<file path="config.mk">
export PLATFORM = sky130hd
export DESIGN_NAME = n64adv2_vout_stage_flat
export DESIGN_NICKNAME = d
export VERILOG_FILES = /design/src/rtl/n64adv2_vout_stage_if.sv /design/src/rtl/n64adv2_vout_stage.sv /design/src/flat_wrapper.sv
export SDC_FILE = /design/constraint.sdc
export NUM_CORES = 1
export LEC_CHECK = 0
export CORE_MARGIN = 1
export CORE_UTILIZATION = 48
export CTS_BUF_LIST = sky130_fd_sc_hd__clkbuf_4 sky130_fd_sc_hd__clkbuf_8 sky130_fd_sc_hd__clkbuf_16
export DETAILED_ROUTE_END_ITERATION = 7
export PLACE_DENSITY = 0.82
export SKIP_LAST_GASP = 1
export SYNTH_ARGS = -nofsm -noshare
export SYNTH_HDL_FRONTEND = slang
export SYNTH_SLANG_ARGS = --single-unit
</file>
<file path="constraint.sdc">
create_clock -name VCLK_i -period 1.9 [get_ports VCLK_i]
set_input_delay 0.285 -clock VCLK_i [delete_from_list [all_inputs] [get_ports VCLK_i]]
set_output_delay 0.285 -clock VCLK_i [all_outputs]
set_load 0.01 [all_outputs]
</file>
<file path="src/rtl/n64adv2_vout_stage_if.sv">
// Video/config bundle between the PPU scaler, the output stage and the ADV7513 side.
// The master drives the PPU-side inputs and config; the slave (output stage) drives pins and status.
interface n64adv2_vout_stage_if #(
  parameter int color_width = 8,
  parameter int num_ch      = 3,
  parameter int dly_w       = 3,
  parameter int meas_w      = 12
);
  logic                            VSYNC_i;
  logic                            HSYNC_i;
  logic                            DE_i;
  logic [num_ch*color_width-1:0]   VD_i;

  logic                            cfg_valid_i;
  logic [dly_w-1:0]                cfg_data_dly_i;
  logic [dly_w-1:0]                cfg_sync_dly_i;
  logic [1:0]                      cfg_pol_i;
  logic                            cfg_blank_i;
  logic                            cfg_ack_o;

  logic                            VSYNC_o;
  logic                            HSYNC_o;
  logic                            DE_o;
  logic [num_ch*color_width-1:0]   VD_o;

  logic [meas_w-1:0]               h_active_o;
  logic [meas_w-1:0]               v_active_o;
  logic                            stable_o;

  modport master (
    output VSYNC_i, HSYNC_i, DE_i, VD_i,
    output cfg_valid_i, cfg_data_dly_i, cfg_sync_dly_i, cfg_pol_i, cfg_blank_i,
    input  cfg_ack_o,
    input  VSYNC_o, HSYNC_o, DE_o, VD_o,
    input  h_active_o, v_active_o, stable_o
  );

  modport slave (
    input  VSYNC_i, HSYNC_i, DE_i, VD_i,
    input  cfg_valid_i, cfg_data_dly_i, cfg_sync_dly_i, cfg_pol_i, cfg_blank_i,
    output cfg_ack_o,
    output VSYNC_o, HSYNC_o, DE_o, VD_o,
    output h_active_o, v_active_o, stable_o
  );
endinterface

</file>
<file path="src/rtl/n64adv2_vout_stage.sv">
// HDMI-domain video output stage: programmable data/sync delay taps, sync polarity, forced blanking,
// frame-synchronous config update with ack, and active-area measurement with a stable flag.
module n64adv2_vout_stage #(
  parameter int color_width = 8,
  parameter int num_ch      = 3,
  parameter int max_dly     = 8,
  parameter int dly_w       = 3,
  parameter int meas_w      = 12
) (
  input logic                 VCLK_i,
  input logic                 VRST_i,
  n64adv2_vout_stage_if.slave vio
);

  localparam int PIX_W = num_ch * color_width;

  function automatic logic [dly_w-1:0] clamp_dly(input logic [dly_w-1:0] d);
    if (int'(d) > max_dly - 1) return dly_w'(max_dly - 1);
    return d;
  endfunction

  function automatic logic [meas_w-1:0] sat_inc(input logic [meas_w-1:0] c);
    return (&c) ? c : c + 1'b1;
  endfunction

  function automatic logic [PIX_W-1:0] blank_pix(input logic [PIX_W-1:0] pix,
                                                 input logic de, input logic blank);
    return (de && !blank) ? pix : '0;
  endfunction

  logic             vs_prev;
  logic             de_prev;
  logic             fs;
  logic             de_fall;

  logic             pend_flag;
  logic [dly_w-1:0] pend_ddly;
  logic [dly_w-1:0] pend_sdly;
  logic [1:0]       pend_pol;
  logic             pend_blank;

  logic [dly_w-1:0] act_ddly;
  logic [dly_w-1:0] act_sdly;
  logic [1:0]       act_pol;
  logic             act_blank;
  logic             ack_q;

  logic [PIX_W:0]   dat_in;
  logic [1:0]       syn_in;
  logic [PIX_W:0]   dat_q [1:max_dly-1];
  logic [1:0]       syn_q [1:max_dly-1];
  logic [PIX_W:0]   dat_tap;
  logic [1:0]       syn_tap;

  logic [PIX_W-1:0] vd_q;
  logic             de_q;
  logic             vs_q;
  logic             hs_q;

  logic [meas_w-1:0] pix_cnt;
  logic [meas_w-1:0] line_w;
  logic [meas_w-1:0] line_cnt;
  logic [meas_w-1:0] h_act;
  logic [meas_w-1:0] v_act;
  logic [meas_w-1:0] prev_h;
  logic [meas_w-1:0] prev_v;
  logic              stable_q;

  // Frame start and line end are taken from the raw inputs, before any delay or polarity.
  assign fs      = vio.VSYNC_i & ~vs_prev;
  assign de_fall = de_prev & ~vio.DE_i;
  assign dat_in  = {vio.DE_i, vio.VD_i};
  assign syn_in  = {vio.VSYNC_i, vio.HSYNC_i};

  always_ff @(posedge VCLK_i) begin
    if (VRST_i) begin
      vs_prev <= 1'b0;
      de_prev <= 1'b0;
    end else begin
      vs_prev <= vio.VSYNC_i;
      de_prev <= vio.DE_i;
    end
  end

  // Config capture and frame-synchronous apply; a strobe coinciding with fs queues for the next fs.
  always_ff @(posedge VCLK_i) begin
    if (VRST_i) begin
      pend_flag  <= 1'b0;
      pend_ddly  <= '0;
      pend_sdly  <= '0;
      pend_pol   <= '0;
      pend_blank <= 1'b0;
      act_ddly   <= '0;
      act_sdly   <= '0;
      act_pol    <= '0;
      act_blank  <= 1'b0;
      ack_q      <= 1'b0;
    end else begin
      ack_q <= fs && pend_flag;
      if (fs && pend_flag) begin
        act_ddly  <= pend_ddly;
        act_sdly  <= pend_sdly;
        act_pol   <= pend_pol;
        act_blank <= pend_blank;
      end
      if (vio.cfg_valid_i) begin
        pend_ddly  <= clamp_dly(vio.cfg_data_dly_i);
        pend_sdly  <= clamp_dly(vio.cfg_sync_dly_i);
        pend_pol   <= vio.cfg_pol_i;
        pend_blank <= vio.cfg_blank_i;
        pend_flag  <= 1'b1;
      end else if (fs) begin
        pend_flag  <= 1'b0;
      end
    end
  end

  // Stage p0: free-running delay lines, entry k holds the sample from k cycles ago.
  always_ff @(posedge VCLK_i) begin
    if (VRST_i) begin
      for (int k = 1; k < max_dly; k++) begin
        dat_q[k] <= '0;
        syn_q[k] <= '0;
      end
    end else begin
      dat_q[1] <= dat_in;
      syn_q[1] <= syn_in;
      for (int k = 2; k < max_dly; k++) begin
        dat_q[k] <= dat_q[k-1];
        syn_q[k] <= syn_q[k-1];
      end
    end
  end

  always_comb begin
    dat_tap = dat_in;
    syn_tap = syn_in;
    for (int k = 1; k < max_dly; k++) begin
      if (act_ddly == dly_w'(k)) dat_tap = dat_q[k];
      if (act_sdly == dly_w'(k)) syn_tap = syn_q[k];
    end
  end

  // Stage p1: output register, the only stage in the path when both taps are 0.
  always_ff @(posedge VCLK_i) begin
    if (VRST_i) begin
      vd_q <= '0;
      de_q <= 1'b0;
      vs_q <= 1'b0;
      hs_q <= 1'b0;
    end else begin
      vd_q <= blank_pix(dat_tap[PIX_W-1:0], dat_tap[PIX_W], act_blank);
      de_q <= dat_tap[PIX_W];
      vs_q <= syn_tap[1] ^ act_pol[1];
      hs_q <= syn_tap[0] ^ act_pol[0];
    end
  end

  // Active-area measurement; results and the stable flag update once per frame start.
  always_ff @(posedge VCLK_i) begin
    if (VRST_i) begin
      pix_cnt  <= '0;
      line_w   <= '0;
      line_cnt <= '0;
      h_act    <= '0;
      v_act    <= '0;
      prev_h   <= '0;
      prev_v   <= '0;
      stable_q <= 1'b0;
    end else begin
      if (de_fall) begin
        line_w  <= pix_cnt;
        pix_cnt <= '0;
      end else if (vio.DE_i) begin
        pix_cnt <= sat_inc(pix_cnt);
      end
      if (fs) begin
        h_act    <= line_w;
        v_act    <= line_cnt;
        prev_h   <= line_w;
        prev_v   <= line_cnt;
        stable_q <= (line_w == prev_h) && (line_cnt == prev_v) && (line_cnt != '0);
        line_cnt <= '0;
      end else if (de_fall) begin
        line_cnt <= sat_inc(line_cnt);
      end
    end
  end

  assign vio.cfg_ack_o  = ack_q;
  assign vio.VD_o       = vd_q;
  assign vio.DE_o       = de_q;
  assign vio.VSYNC_o    = vs_q;
  assign vio.HSYNC_o    = hs_q;
  assign vio.h_active_o = h_act;
  assign vio.v_active_o = v_act;
  assign vio.stable_o   = stable_q;

endmodule
</file>
<file path="src/flat_wrapper.sv">
// flat-port wrapper written by rule: the top's interface ports become plain ports
module n64adv2_vout_stage_flat 
#(
  parameter int color_width = 8,
  parameter int num_ch      = 3,
  parameter int max_dly     = 8,
  parameter int dly_w       = 3,
  parameter int meas_w      = 12
)
  (VCLK_i, VRST_i, vio_VSYNC_i, vio_HSYNC_i, vio_DE_i, vio_VD_i, vio_cfg_valid_i, vio_cfg_data_dly_i, vio_cfg_sync_dly_i, vio_cfg_pol_i, vio_cfg_blank_i, vio_cfg_ack_o, vio_VSYNC_o, vio_HSYNC_o, vio_DE_o, vio_VD_o, vio_h_active_o, vio_v_active_o, vio_stable_o);
  n64adv2_vout_stage_if #(.color_width(color_width), .num_ch(num_ch), .dly_w(dly_w), .meas_w(meas_w)) vio_i ();
  input logic VCLK_i;
  input logic VRST_i;
  input wire logic [$bits(vio_i.VSYNC_i)-1:0] vio_VSYNC_i;
  input wire logic [$bits(vio_i.HSYNC_i)-1:0] vio_HSYNC_i;
  input wire logic [$bits(vio_i.DE_i)-1:0] vio_DE_i;
  input wire logic [$bits(vio_i.VD_i)-1:0] vio_VD_i;
  input wire logic [$bits(vio_i.cfg_valid_i)-1:0] vio_cfg_valid_i;
  input wire logic [$bits(vio_i.cfg_data_dly_i)-1:0] vio_cfg_data_dly_i;
  input wire logic [$bits(vio_i.cfg_sync_dly_i)-1:0] vio_cfg_sync_dly_i;
  input wire logic [$bits(vio_i.cfg_pol_i)-1:0] vio_cfg_pol_i;
  input wire logic [$bits(vio_i.cfg_blank_i)-1:0] vio_cfg_blank_i;
  output wire logic [$bits(vio_i.cfg_ack_o)-1:0] vio_cfg_ack_o;
  output wire logic [$bits(vio_i.VSYNC_o)-1:0] vio_VSYNC_o;
  output wire logic [$bits(vio_i.HSYNC_o)-1:0] vio_HSYNC_o;
  output wire logic [$bits(vio_i.DE_o)-1:0] vio_DE_o;
  output wire logic [$bits(vio_i.VD_o)-1:0] vio_VD_o;
  output wire logic [$bits(vio_i.h_active_o)-1:0] vio_h_active_o;
  output wire logic [$bits(vio_i.v_active_o)-1:0] vio_v_active_o;
  output wire logic [$bits(vio_i.stable_o)-1:0] vio_stable_o;
  assign vio_i.VSYNC_i = vio_VSYNC_i;
  assign vio_i.HSYNC_i = vio_HSYNC_i;
  assign vio_i.DE_i = vio_DE_i;
  assign vio_i.VD_i = vio_VD_i;
  assign vio_i.cfg_valid_i = vio_cfg_valid_i;
  assign vio_i.cfg_data_dly_i = vio_cfg_data_dly_i;
  assign vio_i.cfg_sync_dly_i = vio_cfg_sync_dly_i;
  assign vio_i.cfg_pol_i = vio_cfg_pol_i;
  assign vio_i.cfg_blank_i = vio_cfg_blank_i;
  assign vio_cfg_ack_o = vio_i.cfg_ack_o;
  assign vio_VSYNC_o = vio_i.VSYNC_o;
  assign vio_HSYNC_o = vio_i.HSYNC_o;
  assign vio_DE_o = vio_i.DE_o;
  assign vio_VD_o = vio_i.VD_o;
  assign vio_h_active_o = vio_i.h_active_o;
  assign vio_v_active_o = vio_i.v_active_o;
  assign vio_stable_o = vio_i.stable_o;
  n64adv2_vout_stage #(.color_width(color_width), .num_ch(num_ch), .max_dly(max_dly), .dly_w(dly_w), .meas_w(meas_w)) u_core (.VCLK_i(VCLK_i), .VRST_i(VRST_i), .vio(vio_i));
endmodule
</file>
==> qor.yml <==
run_status:
  status: "finished, final reports clean"
placed_design:
  pre_cts_ws_ns: -0.234
  dp_cells: 1411
  dpl_cell_area_um2: 12200
  gp_congestion: 0.825
  io_buffers: 91
  hpwl_um: 14800
routing:
  vias_per_cell: 5.39
  wl_per_cell_um: 15.6
  drc_errors: 0
  drtIter0Drc: 462
  dr.pass1.iters: 4
  antenna_left: 0
  via_count: 7885
  routed_wirelength_um: 22900
setup_path:
  rrSetupSlack_ns: 0.12
  critical_path.cell_chain: "clkdlybuf4s50_1"
  slowest_stage: "clkdlybuf4s50_1"
  crit_fanout: 3
  cp_num_buf_inv: 1
  reg2reg_to: "u_core.vio.VD_o[17]"
  max_stage_delay_ns: 0.57
  cp_data_required_time_ns: 1.62
  crit_family: "buffers and inverters"
  endpoint_kind: "output port"
  reg2reg_depth: 5
  worstPathArrival_ns: 1.49
  r2r_start: "u_core.act_ddly[0]"
  criticalPathCategory: "flop to output port"
  critPathLaunchType: "flop"
clock_network:
  numClockSinks: 297
  clockRootBuffer: "clkbuf_16"
  clk_latency_ns: 0.53
  cts_tree: "yes"
  clock_path_buffers: 3
  cts_buffers: 29
  clkTransAtPathRegs_ns: 0.06
  htreeDepth: 1
timing:
  tightest_slew_ns: 1.18
  slew_headroom: 0.211
  fin_ws_ns: 0.122
  final.min_clock_period_ns: 1.78
  setup_viol: 0
  timing.fmax_mhz: 563
  hold_viol_final: 0
  skew_ns: 0.0132
  drv_slew: 0
  rsz0062_at_grt: "false"
  whs_ns: 0.352
  fin_crit_sh: 0.936
logic_synthesis:
  synth_nets: 1101
  netlist.area_leader.share: 0.555
  synth_area_leaders: "dfxtp_1 56%, nor2b_1 11%, mux2i_1 3.0%"
  avgSynthCellArea_um2: 10.1
  netlist.top_cell.by_area: "dfxtp_1"
  synthesis.area_um2: 10700
  syn_inst: 1059
  synth.distinct_cells: 49
  synth-seq-cells: 297
  ys_seq_area_frac: 0.555
  ys_warn_count: 0
floorplan:
  die_w_um: 151
  ioPinCount: 92
  start_util: 0.491
  coreArea_um2: 21800
  die-area_um2: 22900
  die_y_um: 151
  rows: 54
power:
  leakagePower_nw: 4.99
  comb_power_share: 0.053
  seq_power_share: 0.503
  switchingPower_w: 0.00269
  power_density_nw_per_um2: 976
  p_clk_frac: 0.444
  intPower_w: 0.0102
  swShare: 0.209
  ir_drop_v: 0.000779
final_layout:
  final_cell_mix: "294 x dfxtp_1, 189 x nor2b_1, 90 x clkdlybuf4s50_1"
  syn_to_final_growth_pct: 22.8
  final_layout_size_suffix_gt1_frac: 0.117
  finish.utilization: 0.603
  stdcell_count: 1463
  final_common_cell: "dfxtp_1"
  nets: 1205
  final_area_um2: 13200
  antennaDiodeCount: 0
  fillCellCount: 1733
worst_hold_path:
  min_to: "u_core.dat_q[0][27]"
  whs_path_depth: 2
  hold_class: "primary input to flop"
  min_from: "vio_VD_i[2]"
grt:
  grt_max_degree: 116
  antenna_found_initial: 0
  grt_use_total: 0.205
  grt_pass1_vias: 7639
  grt_pass1_wl_um: 37900
  grt_remaining_overflow: 0
flow_run:
  max-cap-violations: 0
==> routing by layer <==
| metal | share of wire | track usage | wire length [um] | vias to the layer above |
|---|---|---|---|---|
| met4 | 0.020 | 0.0605 | 456 | 0 |
| li1 | - | - | - | 3874 |
| met5 | 0 | 0 | 0 | - |
| met1 | 0.46 | 0.274 | 10500 | 3807 |
| met3 | 0.051 | 0.0304 | 1160 | 33 |
| met2 | 0.47 | 0.341 | 10800 | 171 |
==> power by group through the flow <==
stage / clock network (W) / registers [W] / logic [W]
2_1_floorplan: 0 / 0.00658 / 0.000375
3_3_place_gp: 0 / 0.00659 / 0.000662
3_5_place_dp: 0 / 0.00659 / 0.000673
5_1_grt: 0.00608 / 0.00647 / 0.000744
6_report: 0.00570 / 0.00646 / 0.000682
4_1_cts: 0.00581 / 0.00645 / 0.000684
==> flip-flops by register name, indices dropped and copies added, names as in the netlist, 3 cells and up <==
signal                 flops
u_core.vio.v_active_o     12
u_core.syn_q              13
u_core.pend_sdly           3
u_core.vio.h_active_o     12
u_core.act_ddly            3
u_core.pend_ddly           3
u_core.line_w             12
u_core.act_sdly            3
u_core.pix_cnt            12
u_core.dat_q             175
u_core.line_cnt           12
u_core.vio.VD_o           24
==> timing repair <==
item	in CTS	in global routing
endpoints found under the hold margin	3	0
setup endpoints to repair	2	15
cloned	0	0
hold buffers	1	0
resized for setup	1	8
buffers inserted	0	0
==> worst register-to-register path, cell delays in order, from the launching register on <==
cell and delay (ns):
dfxtp_4 0.39, nor2b_1 0.18, a221o_1 0.34, a311o_1 0.38, buf_12 0.18, a211oi_1 0.20
==> how the worst max path moves through the flow <==
| stage | start | to | slack, ns | depth (start not counted) |
|---|---|---|---|---|
| floorplan | u_core.pix_cnt[0] | u_core.pix_cnt[1] | 0.02 | 6 |
| global placement | vio_VSYNC_i | u_core.line_cnt[7] | -0.21 | 4 |
| detailed placement | vio_VSYNC_i | u_core.line_cnt[7] | -0.23 | 4 |
| CTS | u_core.act_ddly[1] | u_core.vio.VD_o[7] | 0.0005 | 7 |
| global route | u_core.act_ddly[0] | u_core.vio.VD_o[17] | 0.02 | 5 |
| finish | u_core.vio.h_active_o[9] | vio_h_active_o[9] | 0.12 | 1 |
==> kinds of logic (layout without fill, tap and decap cells) <==
| group | count (synthesis) | count (layout) | share of synthesized area |
|---|---|---|---|
| AO/OA/AOI/OAI | 197 | 197 | 0.128 |
| adder cells (fa/ha/maj) | 3 | 3 | 0.00351 |
| multiplexers | 52 | 52 | 0.0509 |
| XOR/XNOR | 41 | 41 | 0.0335 |
| flip-flops | 297 | 297 | 0.555 |
| buffers and inverters | 86 | 210 | 0.0320 |
| AND/OR/NAND/NOR | 383 | 383 | 0.197 |
==> final cells by class <==
| cell class | instances | area (um2) | share of cell area |
|---|---|---|---|
| Sequential cell | 297 | 5950 | 0.452 |
| Multi-Input combinational cell | 676 | 4430 | 0.337 |
| Timing Repair Buffer | 147 | 1400 | 0.107 |
| Clock buffer | 42 | 873 | 0.0664 |
| Tap cell | 280 | 350 | 0.0266 |
| Clock inverter | 9 | 100 | 0.00761 |
| Inverter | 12 | 47.5 | 0.00361 |
==> synth_stat cells (all sizes together) <==
library cell and number:
o311a 1, nor2 49, a311o 1, ha 3, a32oi 1, a2111oi 2
and2 1, and3 2, clkbuf 57, a211oi 8, a31oi 7, o221ai 27
a21oi 44, or2 2, buf 17, o21ai 24, a22o 29, dfxtp 297
nand2b 9, nor2b 189, nand3 22, or3b 1, nand4 5, nor3 6
o2111ai 1, nor4 12, a222oi 2, a221o 11, o22ai 34, xor2 26
nand2 69, a211o 1, mux2 20, and2b 1, a21o 1, inv 12
and4 2, xnor2 15, mux2i 32, nor3b 2, or3 6, a22oi 1
o31ai 2, nor4b 5
==> through the flow <==
step	setup TNS, ns	total power (W)
CTS	0	0.0129
global placement	-8.27	0.00725
detailed placement	-10.32	0.00726
floorplan	0	0.00695
finish	0	0.0128
global route	0	0.0133
Power figures use the tool's default switching activity.
